## config.mk

```make
export PLATFORM = sky130hd
export DESIGN_NAME = aes_mixcol_iter
export DESIGN_NICKNAME = d
export VERILOG_FILES = /design/src/rtl/aes_pkg.sv /design/src/rtl/aes_mixw_dual.sv /design/src/rtl/aes_mixcol_iter.sv
export SDC_FILE = /design/constraint.sdc
export NUM_CORES = 1
export LEC_CHECK = 0
export ABC_CLOCK_PERIOD_IN_PS = 3500
export BUFFER_PORTS_ARGS = -buffer_cell sky130_fd_sc_hd__clkbuf_2
export CAP_MARGIN = 20
export CORE_MARGIN = 3
export CORE_UTILIZATION = 45
export DETAILED_ROUTE_END_ITERATION = 16
export HOLD_SLACK_MARGIN = 0.06
export PLACE_DENSITY_LB_ADDON = 0.05
export SYNTH_ARGS = -nofsm -noshare
export SYNTH_HDL_FRONTEND = slang
export SYNTH_SLANG_ARGS = --single-unit
```

## constraint.sdc

```tcl
create_clock -name clk_i -period 3.5 [get_ports clk_i]
set_input_delay 0.35 -clock clk_i [delete_from_list [all_inputs] [get_ports clk_i]]
set_output_delay 0.35 -clock clk_i [all_outputs]
set_load 0.02 [all_outputs]
```

## src/rtl/aes_pkg.sv

```systemverilog
// Shared definitions for the iterative AES MixColumns block: FSM and mode
// encodings, GF(2^8) constant multipliers and state column addressing.
package aes_pkg;

    typedef enum logic [1:0] {
        ST_IDLE = 2'd0,
        ST_BUSY = 2'd1,
        ST_DONE = 2'd2
    } state_e;

    typedef enum logic {
        MODE_FWD = 1'b0,
        MODE_INV = 1'b1
    } mode_e;

    // Multiply by x modulo x^8 + x^4 + x^3 + x + 1.
    function automatic logic [7:0] xtime(input logic [7:0] b);
        return {b[6:0], 1'b0} ^ (b[7] ? 8'h1b : 8'h00);
    endfunction

    function automatic logic [7:0] gf_mul2(input logic [7:0] b);
        return xtime(b);
    endfunction

    function automatic logic [7:0] gf_mul3(input logic [7:0] b);
        return xtime(b) ^ b;
    endfunction

    function automatic logic [7:0] gf_mul9(input logic [7:0] b);
        return xtime(xtime(xtime(b))) ^ b;
    endfunction

    function automatic logic [7:0] gf_mulb(input logic [7:0] b);
        return xtime(xtime(xtime(b))) ^ xtime(b) ^ b;
    endfunction

    function automatic logic [7:0] gf_muld(input logic [7:0] b);
        return xtime(xtime(xtime(b))) ^ xtime(xtime(b)) ^ b;
    endfunction

    function automatic logic [7:0] gf_mule(input logic [7:0] b);
        return xtime(xtime(xtime(b))) ^ xtime(xtime(b)) ^ xtime(b);
    endfunction

    // Column c occupies bits [127-32c -: 32]; returned value is its LSB index.
    function automatic logic [6:0] col_lsb(input logic [1:0] idx);
        return 7'(7'd96 - {idx, 5'd0});
    endfunction

endpackage

```

## src/rtl/aes_mixw_dual.sv

```systemverilog
// Combinational single-word MixColumns / InvMixColumns; byte 0 is the MSB.
module aes_mixw_dual
    import aes_pkg::*;
(
    input  logic [31:0] w_i,
    input  logic        mode_i,
    output logic [31:0] w_o
);

    logic [7:0] a0, a1, a2, a3;
    logic [31:0] fwd, inv;

    assign a0 = w_i[31:24];
    assign a1 = w_i[23:16];
    assign a2 = w_i[15:8];
    assign a3 = w_i[7:0];

    assign fwd = {
        gf_mul2(a0) ^ gf_mul3(a1) ^ a2          ^ a3,
        a0          ^ gf_mul2(a1) ^ gf_mul3(a2) ^ a3,
        a0          ^ a1          ^ gf_mul2(a2) ^ gf_mul3(a3),
        gf_mul3(a0) ^ a1          ^ a2          ^ gf_mul2(a3)
    };

    assign inv = {
        gf_mule(a0) ^ gf_mulb(a1) ^ gf_muld(a2) ^ gf_mul9(a3),
        gf_mul9(a0) ^ gf_mule(a1) ^ gf_mulb(a2) ^ gf_muld(a3),
        gf_muld(a0) ^ gf_mul9(a1) ^ gf_mule(a2) ^ gf_mulb(a3),
        gf_mulb(a0) ^ gf_muld(a1) ^ gf_mul9(a2) ^ gf_mule(a3)
    };

    assign w_o = (mode_i == MODE_INV) ? inv : fwd;

endmodule

```

## src/rtl/aes_mixcol_iter.sv

```systemverilog
// Iterative MixColumns over a 128-bit AES state, COLS_PER_CYCLE columns per
// BUSY cycle, with valid/ready handshakes on both sides.
module aes_mixcol_iter
    import aes_pkg::*;
#(
    parameter int COLS_PER_CYCLE = 1
) (
    input  logic         clk_i,
    input  logic         rst_i,
    input  logic         in_valid_i,
    output logic         in_ready_o,
    input  logic         mode_i,
    input  logic [127:0] state_i,
    output logic         out_valid_o,
    input  logic         out_ready_i,
    output logic [127:0] state_o
);

    if (!(COLS_PER_CYCLE == 1 || COLS_PER_CYCLE == 2 || COLS_PER_CYCLE == 4)) begin : g_bad_cols
        $fatal(1, "aes_mixcol_iter: COLS_PER_CYCLE must be 1, 2 or 4");
    end

    // Counter value at the start of the final BUSY cycle (the one covering column 3).
    localparam logic [1:0] LAST_K = 2'(4 - COLS_PER_CYCLE);
    localparam logic [1:0] STEP   = 2'(COLS_PER_CYCLE);

    state_e         fsm_q, fsm_d;
    logic [1:0]     cnt_q, cnt_d;
    logic [127:0]   work_q, work_d;
    mode_e          mode_q, mode_d;

    logic [COLS_PER_CYCLE-1:0][31:0] lane_in, lane_out;

    for (genvar i = 0; i < COLS_PER_CYCLE; i++) begin : g_lane
        assign lane_in[i] = work_q[col_lsb(cnt_q + 2'(i)) +: 32];

        aes_mixw_dual u_mixw (
            .w_i    (lane_in[i]),
            .mode_i (mode_q),
            .w_o    (lane_out[i])
        );
    end

    always_ff @(posedge clk_i) begin
        if (rst_i) begin
            fsm_q  <= ST_IDLE;
            cnt_q  <= 2'd0;
            work_q <= 128'd0;
            mode_q <= MODE_FWD;
        end else begin
            fsm_q  <= fsm_d;
            cnt_q  <= cnt_d;
            work_q <= work_d;
            mode_q <= mode_d;
        end
    end

    always_comb begin
        fsm_d       = fsm_q;
        cnt_d       = cnt_q;
        work_d      = work_q;
        mode_d      = mode_q;
        in_ready_o  = 1'b0;
        out_valid_o = 1'b0;

        unique case (fsm_q)
            ST_IDLE: begin
                in_ready_o = 1'b1;
                if (in_valid_i) begin
                    work_d = state_i;
                    mode_d = mode_e'(mode_i);
                    cnt_d  = 2'd0;
                    fsm_d  = ST_BUSY;
                end
            end
            ST_BUSY: begin
                for (int i = 0; i < COLS_PER_CYCLE; i++) begin
                    work_d[col_lsb(cnt_q + 2'(i)) +: 32] = lane_out[i];
                end
                // 2-bit add wraps to 0 once column 3 has been covered.
                cnt_d = cnt_q + STEP;
                if (cnt_q == LAST_K) begin
                    fsm_d = ST_DONE;
                end
            end
            ST_DONE: begin
                out_valid_o = 1'b1;
                if (out_ready_i) begin
                    fsm_d = ST_IDLE;
                end
            end
            default: begin
                fsm_d = ST_IDLE;
            end
        endcase
    end

    assign state_o = work_q;

endmodule
```

==> metrics.md <==
| Metric | Value |
|---|---|
| Post-route minimum period | `3.34 ns` |
| Crit path kind | `reg2reg` |
| Max cap viols | `0` |
| Total GRT Usage | `32.0%` |
| WP data required | `3.78 ns` |
| CTS H-tree depth | `4` |
| Rows | `51` |
| Power per cell area | `795 nW/µm²` |
| Net Count, Synth | `1,156` |
| Yosys reg bits | `133` |
| Die area | `22,400 µm²` |
| Synth async-reset ratio | `0%` |
| Top cells by count, synth | `133 x dfxtp_1, 125 x nor2_1, 107 x xnor2_1` |
| Post-synthesis cell area | `9290 µm²` |
| TritonCTS Buffers | `17` |
| Layout cells sized above 1 | `33.9%` |
| Cells after Synth | `1,019` |
| Sequential fraction of the synthesis area | `28.7%` |
| Post-Route WL | `36.6 mm` |
| CP max stage cell | `mux4_2` |
| Crit-path max cell delay | `0.60 ns` |
| Starting density of the core | `46.8%` |
| Setup bufs post-CTS | `0` |
| Worst skew pair latency | `0.43 ns` |
| Synth area leader | `dfxtp_1` |
| IO Count | `263` |
| CP top delay family | `XOR/XNOR gates` |
| Count leader, synth | `dfxtp_1` |
| Via density | `6.07` |
| Placer Congestion | `0.895` |
| Detail Placement HPWL | `26.4 mm` |
| # clock sinks | `133` |
| Average routed wire per standard cell | `23.5 µm` |
| Clk_skew | `0.0109 ns` |
| Relative slew slack | `34.7%` |
| Die outline width | `150 µm` |
| Core Area | `19,800 µm²` |
| Fill cells | `1,801` |
| # hold bufs at CTS | `0` |
| Worst Tran Pin Value | `0.978 ns` |
| Post-synth EDFFs | `0` |
| Crit path top cell by count | `buf_4` |
| Final critical-path share of the clock period | `95.4%` |
| First-pass DRT Iterations | `5` |
| YS warnings | `0` |
| Layout Area Growth over Synthesis | `27.1%` |
| Max Buffers Root-to-Sink | `2` |
| Fin nets | `1,417` |
| Slew Limit Fails | `0` |
| Count of cell types in the netlist | `53` |
| Worst Setup Start Kind | `flip-flop` |
| LEAKAGE | `5.05 nW` |
| Critical Path, Cell by Cell | `buf_4, mux4_2, xnor2_2, buf_4, xor3_1, xnor3_1, a21oi_1, xor2_2, a221oi_1, nor3_1` |
| Post-synth top area share | `28.7%` |
| Largest net degree at the start of global routing | `81` |
| Worst-path fanout max | `10` |
| Setup repair after global routing missed its margin | `no` |
| Iteration-0 DRC Markers | `852` |
| Die H | `150 µm` |
| Initial antenna violation count | `0` |
| I/O Buffers | `262` |
| Diode count | `0` |
| Worst Path Buf+Inv | `2` |
| Top_reg_cell synth | `dfxtp_1` |
| PostCTS Resize Cnt | `1` |
| Final Util | `59.5%` |
| Vias in the first global route | `9,112` |
| Synth area leaders | `dfxtp_1 29%, xnor2_1 10%, mux4_2 6.8%, xnor3_1 5.6%, a221oi_1 5.2%` |
| Setup TNS Final | `0 ns` |
| Hold Path Class | `in2reg` |
| Peak supply drop | `0.424 mV` |
| CTS tree | `yes` |
| Vias post-DR | `9,451` |
| Total grt overflow | `0` |
| Final-report hold violation count | `0` |
| Final setup viols | `0` |
| Max Fclk | `299 MHz` |
| Worst EP arrival | `3.62 ns` |
| Post-route DRC | `0` |
| Status | `finished clean` |
| Clock Tree Root | `clkbuf_16` |
| Clock Pin Slew Worst Setup and Hold Paths | `0.07 ns` |
| First-pass GRT wire length | `54.5 mm` |
| DRT antenna net count | `0` |
| Avg Cell Area, Syn | `9.11 µm²` |
| CP Capture Type | `flip-flop` |
metal layers:
layer / wire length [µm] / GRT usage (%) / vias to the layer above / part of all wire (%)
li1: - / - / 4249 / -
met1: 15300 / 44.6 / 4547 / 42
met2: 16800 / 49.8 / 575 / 46
met3: 3540 / 7.00 / 80 / 9.7
met4: 955 / 9.93 / 0 / 2.6
met5: 0 / 0 / - / 0
worst paths after layout:
kind | start | end | slack [ns] | depth (start not counted)
max reg2reg | cnt_q[0]$_SDFFE_PP0P_ | state_o[2]$_SDFFE_PP0P_ | 0.16 | 10
max | cnt_q[0]$_SDFFE_PP0P_ | state_o[2]$_SDFFE_PP0P_ | 0.16 | 10
min reg2reg | state_o[45]$_SDFFE_PP0P_ | state_o[45]$_SDFFE_PP0P_ | 0.49 | 2
min | mode_i | mode_q$_SDFFE_PP0P_ | 0.15 | 3
power breakdown:
part	leakage [nW]	switching [mW]	internal, mW
registers	1.10	0.160	1.67
clock network	0.286	0.814	1.07
logic	3.66	3.11	2.55
total	5.05	4.09	5.29
through the flow:
stage | total power, mW | setup WS (ns) | cells | hold slack [ns] | cell area (µm²)
final | 9.38 | 0.161 | 1558 | 0.145 | 11800
after global routing | 9.80 | 0.0129 | 1558 | 0.164 | 11800
after CTS | 9.31 | 0.00637 | 1558 | 0.137 | 11800
after detailed placement | 7.40 | -0.0456 | 1526 | 0.481 | 11200
after global placement | 7.41 | 0.0718 | 1526 | 0.480 | 11200
after floorplan | 5.80 | 0.255 | 1019 | 0.498 | 9290
cell usage in the layout (no fill, tap or decap), types with 6 or more instances in the layout:
| master | netlist | routed |
|---|---|---|
| nand2_1 | 51 | 51 |
| xnor2_2 | 15 | 16 |
| dfxtp_1 | 133 | 130 |
| o21ai_1 | 33 | 33 |
| nor3_1 | 84 | 84 |
| xnor2_1 | 107 | 106 |
| nand2b_1 | 7 | 6 |
| a211oi_1 | 8 | 8 |
| clkbuf_2 | 0 | 261 |
| xnor3_1 | 23 | 23 |
| clkbuf_16 | 0 | 17 |
| nor2_1 | 125 | 125 |
| a221oi_1 | 55 | 55 |
| and3_1 | 21 | 21 |
| buf_4 | 3 | 71 |
| o21ai_0 | 8 | 8 |
| a221o_1 | 8 | 8 |
| a31oi_1 | 21 | 21 |
| nand3_1 | 28 | 28 |
| mux4_2 | 28 | 28 |
| o221ai_1 | 12 | 12 |
| xor2_1 | 37 | 36 |
| a21oi_1 | 57 | 53 |
flip-flops by register name, summed over array words and instances, names as in the netlist:
signal   flops
state_o    128
cnt_q        2
fsm_q        2
mode_q       1
cell type report:
cell class	instances	area, µm²	share of cell area, %
clock inverter	14	164	1.39
clock buffer	18	429	3.64
sequential	133	2670	22.6
tap	265	332	2.81
multi-input combinational	789	6280	53.2
timing repair buffer	336	1920	16.3
inverter	3	11.3	0.0954
worst register-to-register path: cells and delay by family (launching register included):
kind,cells,cell delay (ns)
multiplexers,1,0.60
AO/OA/AOI/OAI,2,0.55
flip-flops,1,0.49
AND/OR/NAND/NOR,1,0.07
XOR/XNOR,4,1.10
buffers and inverters,2,0.39
cells by family (layout without fill, tap and decap cells):
group           after synthesis  count (layout)  share of synthesized area [%]
xor+xnor                    195             195                           25.1
fa+ha+maj                     4               4                          0.539
compound gates              230             230                           17.1
mux                          34              34                           8.14
simple gates                326             326                           15.8
buf+inv                      97             371                           4.78
flops                       133             133                           28.7
Power figures use the tool's default switching activity.
